===== src/rtl/motion_bbox_tracker.sv =====
// motion_bbox_tracker
//   Accumulates a per-frame motion-pixel count and bounding box from the
//   binary motion mask. Results are committed at end of frame. The last
//   committed box is drawn in red over the pass-through video, which is
//   delayed by one cycle.
// Ports
//   iCLK, iRST_N              pixel clock, async active-low reset
//   iFRAME_START              one-cycle start-of-frame pulse
//   iDVAL, iMASK              pixel valid and motion mask value
//   iRed/iGreen/iBlue         video to overlay
//   oDVAL, oRed/oGreen/oBlue  overlaid video, 1-cycle latency
//   oX_MIN..oY_MAX, oCOUNT    committed box and motion-pixel count
//   oBOX_VALID, oFRAME_DONE   committed box valid, commit pulse
module motion_bbox_tracker #(
  parameter int H_ACTIVE    = 640,
  parameter int V_ACTIVE    = 480,
  parameter int MASK_THRESH = 512,
  parameter int MIN_PIXELS  = 64
) (
  input  logic        iCLK,
  input  logic        iRST_N,
  input  logic        iFRAME_START,
  input  logic        iDVAL,
  input  logic [9:0]  iMASK,
  input  logic [9:0]  iRed,
  input  logic [9:0]  iGreen,
  input  logic [9:0]  iBlue,
  output logic        oDVAL,
  output logic [9:0]  oRed,
  output logic [9:0]  oGreen,
  output logic [9:0]  oBlue,
  output logic [9:0]  oX_MIN,
  output logic [9:0]  oX_MAX,
  output logic [9:0]  oY_MIN,
  output logic [9:0]  oY_MAX,
  output logic [18:0] oCOUNT,
  output logic        oBOX_VALID,
  output logic        oFRAME_DONE
);
  typedef enum logic [1:0] {IDLE, ACTIVE, COMMIT} state_t;

  localparam logic [9:0]  X_LAST = 10'(H_ACTIVE - 1);
  localparam logic [9:0]  Y_LAST = 10'(V_ACTIVE - 1);
  localparam logic [9:0]  THRESH = 10'(MASK_THRESH);
  localparam logic [18:0] MIN_PX = 19'(MIN_PIXELS);

  state_t      state_q, state_d;
  logic [9:0]  x_q, x_d, y_q, y_d;
  logic [18:0] cnt_q, cnt_d;
  logic [9:0]  xmin_q, xmin_d, xmax_q, xmax_d, ymin_q, ymin_d, ymax_q, ymax_d;
  logic [9:0]  px_q, px_d, py_q, py_d;
  logic        dval_q, dval_d;
  logic [9:0]  red_q, red_d, grn_q, grn_d, blu_q, blu_d;
  logic [9:0]  bx_min_q, bx_min_d, bx_max_q, bx_max_d;
  logic [9:0]  by_min_q, by_min_d, by_max_q, by_max_d;
  logic [18:0] ocnt_q, ocnt_d;
  logic        bvld_q, bvld_d, done_q, done_d;

  // Accumulation base: a start pulse clears the accumulators in the same
  // cycle so a coincident pixel becomes pixel (0,0) of the new frame.
  logic [9:0]  bx, by, bxmin, bxmax, bymin, bymax, pxb, pyb;
  logic [18:0] bcnt;
  logic        acc_on, motion, on_col, on_row, draw;

  always_comb begin
    state_d = state_q;
    acc_on  = iFRAME_START || (state_q == ACTIVE);
    motion  = iMASK >= THRESH;
    bx      = iFRAME_START ? 10'd0    : x_q;
    by      = iFRAME_START ? 10'd0    : y_q;
    bcnt    = iFRAME_START ? 19'd0    : cnt_q;
    bxmin   = iFRAME_START ? 10'd1023 : xmin_q;
    bxmax   = iFRAME_START ? 10'd0    : xmax_q;
    bymin   = iFRAME_START ? 10'd1023 : ymin_q;
    bymax   = iFRAME_START ? 10'd0    : ymax_q;
    x_d = x_q;  y_d = y_q;  cnt_d = cnt_q;
    xmin_d = xmin_q;  xmax_d = xmax_q;  ymin_d = ymin_q;  ymax_d = ymax_q;

    case (state_q)
      IDLE:    if (iFRAME_START) state_d = ACTIVE;
      ACTIVE:  state_d = ACTIVE;
      COMMIT:  state_d = iFRAME_START ? ACTIVE : IDLE;
      default: state_d = IDLE;
    endcase

    if (acc_on) begin
      x_d = bx;  y_d = by;  cnt_d = bcnt;
      xmin_d = bxmin;  xmax_d = bxmax;  ymin_d = bymin;  ymax_d = bymax;
      if (iDVAL) begin
        x_d = (bx == X_LAST) ? 10'd0 : bx + 10'd1;
        if (bx == X_LAST) y_d = (by == Y_LAST) ? 10'd0 : by + 10'd1;
        if (motion) begin
          cnt_d  = (bcnt == 19'h7FFFF) ? bcnt : bcnt + 19'd1;
          xmin_d = (bx < bxmin) ? bx : bxmin;
          xmax_d = (bx > bxmax) ? bx : bxmax;
          ymin_d = (by < bymin) ? by : bymin;
          ymax_d = (by > bymax) ? by : bymax;
        end
        if (bx == X_LAST && by == Y_LAST) state_d = COMMIT;
      end
    end

    // Committed outputs are registered on entry to COMMIT so they are
    // presented, with the done pulse, during the COMMIT cycle itself.
    ocnt_d   = ocnt_q;   bvld_d   = bvld_q;
    bx_min_d = bx_min_q; bx_max_d = bx_max_q;
    by_min_d = by_min_q; by_max_d = by_max_q;
    done_d   = (state_d == COMMIT);
    if (done_d) begin
      ocnt_d = cnt_d;
      bvld_d = cnt_d >= MIN_PX;
      if (cnt_d >= MIN_PX) begin
        bx_min_d = xmin_d; bx_max_d = xmax_d;
        by_min_d = ymin_d; by_max_d = ymax_d;
      end
    end

    // Draw counter runs in every state, independent of accumulation.
    pxb  = iFRAME_START ? 10'd0 : px_q;
    pyb  = iFRAME_START ? 10'd0 : py_q;
    px_d = pxb;
    py_d = pyb;
    if (iDVAL) begin
      px_d = (pxb == X_LAST) ? 10'd0 : pxb + 10'd1;
      if (pxb == X_LAST) py_d = (pyb == Y_LAST) ? 10'd0 : pyb + 10'd1;
    end
    on_col = (pxb == bx_min_q || pxb == bx_max_q) && pyb >= by_min_q && pyb <= by_max_q;
    on_row = (pyb == by_min_q || pyb == by_max_q) && pxb >= bx_min_q && pxb <= bx_max_q;
    draw   = bvld_q && iDVAL && (on_col || on_row);
    dval_d = iDVAL;
    red_d  = draw ? 10'd1023 : iRed;
    grn_d  = draw ? 10'd0    : iGreen;
    blu_d  = draw ? 10'd0    : iBlue;
  end

  always_ff @(posedge iCLK or negedge iRST_N) begin
    if (!iRST_N) begin
      state_q  <= IDLE;
      x_q <= '0;  y_q <= '0;  cnt_q <= '0;
      xmin_q <= 10'd1023;  xmax_q <= '0;  ymin_q <= 10'd1023;  ymax_q <= '0;
      px_q <= '0;  py_q <= '0;
      dval_q <= 1'b0;  red_q <= '0;  grn_q <= '0;  blu_q <= '0;
      bx_min_q <= '0;  bx_max_q <= '0;  by_min_q <= '0;  by_max_q <= '0;
      ocnt_q <= '0;  bvld_q <= 1'b0;  done_q <= 1'b0;
    end else begin
      state_q  <= state_d;
      x_q <= x_d;  y_q <= y_d;  cnt_q <= cnt_d;
      xmin_q <= xmin_d;  xmax_q <= xmax_d;  ymin_q <= ymin_d;  ymax_q <= ymax_d;
      px_q <= px_d;  py_q <= py_d;
      dval_q <= dval_d;  red_q <= red_d;  grn_q <= grn_d;  blu_q <= blu_d;
      bx_min_q <= bx_min_d;  bx_max_q <= bx_max_d;
      by_min_q <= by_min_d;  by_max_q <= by_max_d;
      ocnt_q <= ocnt_d;  bvld_q <= bvld_d;  done_q <= done_d;
    end
  end

  assign oDVAL       = dval_q;
  assign oRed        = red_q;
  assign oGreen      = grn_q;
  assign oBlue       = blu_q;
  assign oX_MIN      = bx_min_q;
  assign oX_MAX      = bx_max_q;
  assign oY_MIN      = by_min_q;
  assign oY_MAX      = by_max_q;
  assign oCOUNT      = ocnt_q;
  assign oBOX_VALID  = bvld_q;
  assign oFRAME_DONE = done_q;
endmodule


===== config.mk =====
export PLATFORM = sky130hd
export DESIGN_NAME = motion_bbox_tracker
export DESIGN_NICKNAME = d
export VERILOG_FILES = /design/src/rtl/motion_bbox_tracker.sv
export SDC_FILE = /design/constraint.sdc
export NUM_CORES = 1
export LEC_CHECK = 0
export BUFFER_PORTS_ARGS = -buffer_cell sky130_fd_sc_hd__buf_2
export CAP_MARGIN = 0
export CORE_MARGIN = 5
export CORE_UTILIZATION = 60
export DETAILED_ROUTE_END_ITERATION = 10
export GPL_TIMING_DRIVEN = 0
export PLACE_DENSITY = 0.82
export SLEW_MARGIN = 20
export SYNTH_ARGS = -nofsm -noshare
export SYNTH_HDL_FRONTEND = slang
export SYNTH_SLANG_ARGS = --single-unit

===== constraint.sdc =====
create_clock -name iCLK -period 8.36 [get_ports iCLK]
set_clock_uncertainty 0.15 [all_clocks]
set_input_delay 1.672 -clock iCLK [delete_from_list [all_inputs] [get_ports iCLK]]
set_output_delay 1.672 -clock iCLK [all_outputs]
set_load 0.03 [all_outputs]

==> run summary <==
Yosys
- number of synthesized register bits: 193
- async set-reset flop share out of synthesis: 100.0%
- area of the mapped netlist: 10490 um2
- Avg Inst Size Synth: 10.34 um2
- EDFF count, synth: 0
- primary flip-flop cell chosen by synthesis mapping: sky130_fd_sc_hd__dfrtp_1
- distinct cell type count after synthesis: 76
- share of synthesized area occupied by flip-flops and latches: 46.29%
- number of warnings reported in the yosys synthesis log: 0
- post-synthesis net count: 1141
- number of instances in the synthesized netlist: 1014

Job
- count of maximum capacitance violations: 0

Worst setup path
- category of the worst setup path launch point: input pin
- arrival time of the worst setup path: 7.49 ns
- Setup crit end kind: flip-flop
- worst setup path class: input pin to flip-flop
- critical path data required time: 8.52 ns
- crit path max fanout: 10

Floorplanning
- Die Height: 142.2 um
- I/O pins: 136
- initial core utilization: 60.84%
- area of the core: 17240 um2
- die area: 20220 um2
- row count: 48
- Die Wd: 142.2 um

Placement
- detailed placer's ending HPWL: 19790 um
- instance area at placement: 11440 um2
- count of input and output buffers: 126
- routability cong.: 0.9068

CTS
- htree depth: 4
- CTS tree: done
- sinks on the clock net: 193
- number of hold buffers added after cts: 0
- number of clock buffers inserted by TritonCTS: 17
- cells resized by post-CTS repair: 0
- maximum clock insertion buffer count: 2
- clock latency on the worst-skew pair: 0.44 ns
- # Post-CTS Setup Buffers: 0
- post-CTS clock slew at the launch and capture registers of the worst setup and hold paths: 0.07 ns
- Root Buffer Master: sky130_fd_sc_hd__clkbuf_16

GRT
- global-route usage over all layers: 27.07%
- antenna violations before repair: 0
- vias in the first global route: 8491
- first-pass GRT wire length: 43280 um
- largest net degree at the start of global routing: 104
- overflow left after global routing: 0

Layout
- fill cell count: 1278
- Post-Layout Inst Area: 12030 um2
- layout cells sized above 1: 21.40%
- Area growth syn-to-layout: 14.75%
- count of nets after finishing: 1287
- n_diodes: 0

Pwr
- power density relative to cell area: 160.3 nW/um2
- cell leakage power: 6.027 nW
- worst-case vdd ir drop: 175.9 uV

Timing
- count of endpoints failing hold in the final timing report: 0
- FMAX: 136.4 MHz
- final-layout setup total negative slack: 0 ns
- final critical path time including I/O delays and setup: 7.334 ns
- Final setup viols: 0
- worst max-slew margin expressed relative to the limit: 26.18%
- worst slew pin tran: 1.079 ns
- setup repair after global routing missed its margin: no
- period utilization: 87.73%
- number of max-slew violations in the final report: 0

Routing
- total wire length after detailed routing: 26780 um
- Routed wire per std cell: 19.16 um
- Avg Vias per Cell: 5.954
- DRC violations left: 0
- First DRT Iteration DRCs: 631
- number of nets still failing antenna checks after routing: 0
- number of detailed-routing iterations run before antenna repair: 8
- via count: 8324

Run status
- status: completed

Hold path
- worst hold path class: flip-flop to flip-flop

==> through the flow <==
| step | hold WS (ns) | instances | worst slack [ns] | total power [mW] | util [%] |
|---|---|---|---|---|---|
| after floorplan | 0.2838 | 1014 | 2.886 | 1.050 | - |
| after global placement | 0.3018 | 1365 | 0.8979 | 1.102 | 66.14 |
| after detailed placement | 0.3102 | 1366 | 0.7648 | 1.109 | 66.35 |
| after CTS | 0.3221 | 1398 | 1.161 | 1.935 | 69.82 |
| after global routing | 0.3472 | 1398 | 0.9490 | 1.986 | 69.82 |
| final | 0.3248 | 1398 | 1.026 | 1.929 | 69.82 |
==> cell usage after synthesis (all sizes together), types with 3 or more instances <==
library cell	n	area, um2
a22oi	17	127.6
mux2i	14	140.1
and3	12	75.07
nor3b	20	150.1
and4	6	52.55
nor2	70	265.3
o21ai	41	209.0
xnor2	21	183.9
nand4	22	143.9
or3	17	106.4
o21a	11	82.58
nor3	15	101.4
xor2	7	61.31
o32ai	3	26.28
inv	72	270.3
nor4	5	46.29
nand3	23	115.1
a21o	12	90.09
nand2b	10	62.56
a2111oi	6	66.32
clkbuf	23	86.33
a211o	4	35.03
nor2b	36	227.7
mux2	48	671.9
dfstp	20	525.5
and2	8	50.05
dfrtp	173	4329
a211oi	3	32.53
ha	83	1039
buf	15	92.58
nand2	119	446.7
a21oi	33	176.4
o22ai	9	56.30
==> flip-flops by register name, indices dropped and copies added (netlist names), 2 cells and up <==
name     cells
xmin_q      10
cnt_q       19
oX_MIN      10
oX_MAX      10
ymax_q      10
y_q         10
oY_MAX      10
oGreen      10
oBlue       10
ymin_q      10
py_q        10
xmax_q      10
oCOUNT      19
px_q        10
state_q      2
x_q         10
oRed        10
oY_MIN      10
==> logic make-up (layout without fill, tap and decap cells) <==
| logic type | count (synthesis) | in the layout | synth area share, % |
|---|---|---|---|
| and+or+nand+nor | 376 | 376 | 18.81 |
| DFF | 193 | 193 | 46.29 |
| AOI/OAI and AO/OA | 161 | 161 | 10.59 |
| buffers and inverters | 111 | 270 | 4.319 |
| adders and majority gates | 83 | 83 | 9.902 |
| muxes | 62 | 62 | 7.743 |
| xor gates and xnor gates | 28 | 28 | 2.338 |
==> where the power goes <==
part | internal, mW | switching, mW
clock | 0.455 | 0.382
combinational | 0.0387 | 0.0889
sequential | 0.959 | 0.00620
==> layer usage <==
layer | up-vias | part of all wire [%] | global-route usage [%]
met5 | - | 0 | 0
met4 | 0 | 2.7 | 9.848
met3 | 68 | 6.2 | 6.284
met2 | 324 | 50 | 46.21
met1 | 4103 | 41 | 33.77
li1 | 3829 | - | -
==> cell usage in the layout (no fill, tap or decap), types with 21 or more instances in the layout <==
cell type and n:
sky130_fd_sc_hd__a21oi_1 32, sky130_fd_sc_hd__buf_2 130, sky130_fd_sc_hd__clkbuf_1 25, sky130_fd_sc_hd__dfrtp_1 173, sky130_fd_sc_hd__ha_1 83, sky130_fd_sc_hd__inv_1 71, sky130_fd_sc_hd__mux2_4 35, sky130_fd_sc_hd__nand2_1 119
sky130_fd_sc_hd__nand3_1 23, sky130_fd_sc_hd__nand4_1 21, sky130_fd_sc_hd__nor2_1 69, sky130_fd_sc_hd__nor2b_1 35, sky130_fd_sc_hd__o21ai_0 40, sky130_fd_sc_hd__xnor2_1 21
==> final timing paths <==
check / endpoint / start / slack, ns / cells after the start
max in group asynchronous: xmin_q[4] / iRST_N / 5.99 / 2
hold reg to reg: oCOUNT[16] / oCOUNT[16] / 0.32 / 2
setup / recovery: oBlue[6] / iFRAME_START / 1.03 / 17
hold / removal: oCOUNT[16] / oCOUNT[16] / 0.32 / 2
setup reg to reg: oY_MAX[3] / x_q[0] / 4.61 / 12
min in group asynchronous: oCOUNT[18] / iRST_N / 1.09 / 1
==> worst max-delay path, cell delays in order <==
cell	delay, ns
sky130_fd_sc_hd__buf_2	0.17
sky130_fd_sc_hd__buf_2	0.29
sky130_fd_sc_hd__buf_1	0.52
sky130_fd_sc_hd__clkbuf_1	0.62
sky130_fd_sc_hd__clkbuf_1	0.61
sky130_fd_sc_hd__buf_1	0.58
sky130_fd_sc_hd__nor2b_1	0.25
sky130_fd_sc_hd__ha_1	0.36
sky130_fd_sc_hd__nor2b_1	0.14
sky130_fd_sc_hd__o21a_1	0.16
sky130_fd_sc_hd__o21a_1	0.20
sky130_fd_sc_hd__o21a_1	0.17
sky130_fd_sc_hd__o21ai_0	0.20
sky130_fd_sc_hd__a21oi_1	0.09
sky130_fd_sc_hd__a2111oi_0	0.92
sky130_fd_sc_hd__clkbuf_1	0.40
sky130_fd_sc_hd__nor3b_1	0.11
==> layout make-up <==
cell class / instances / area [um2] / area share, %
buffer: 38 / 178.9 / 1.487
clock inverter: 13 / 163.9 / 1.362
timing repair buffer: 127 / 668.1 / 5.552
tap: 225 / 281.5 / 2.339
inverter: 73 / 274.0 / 2.277
multi-input combinational: 710 / 5180 / 43.04
sequential: 193 / 4855 / 40.34
clock buffer: 19 / 432.9 / 3.597
No activity file was read; power rests on OpenSTA's default activity.
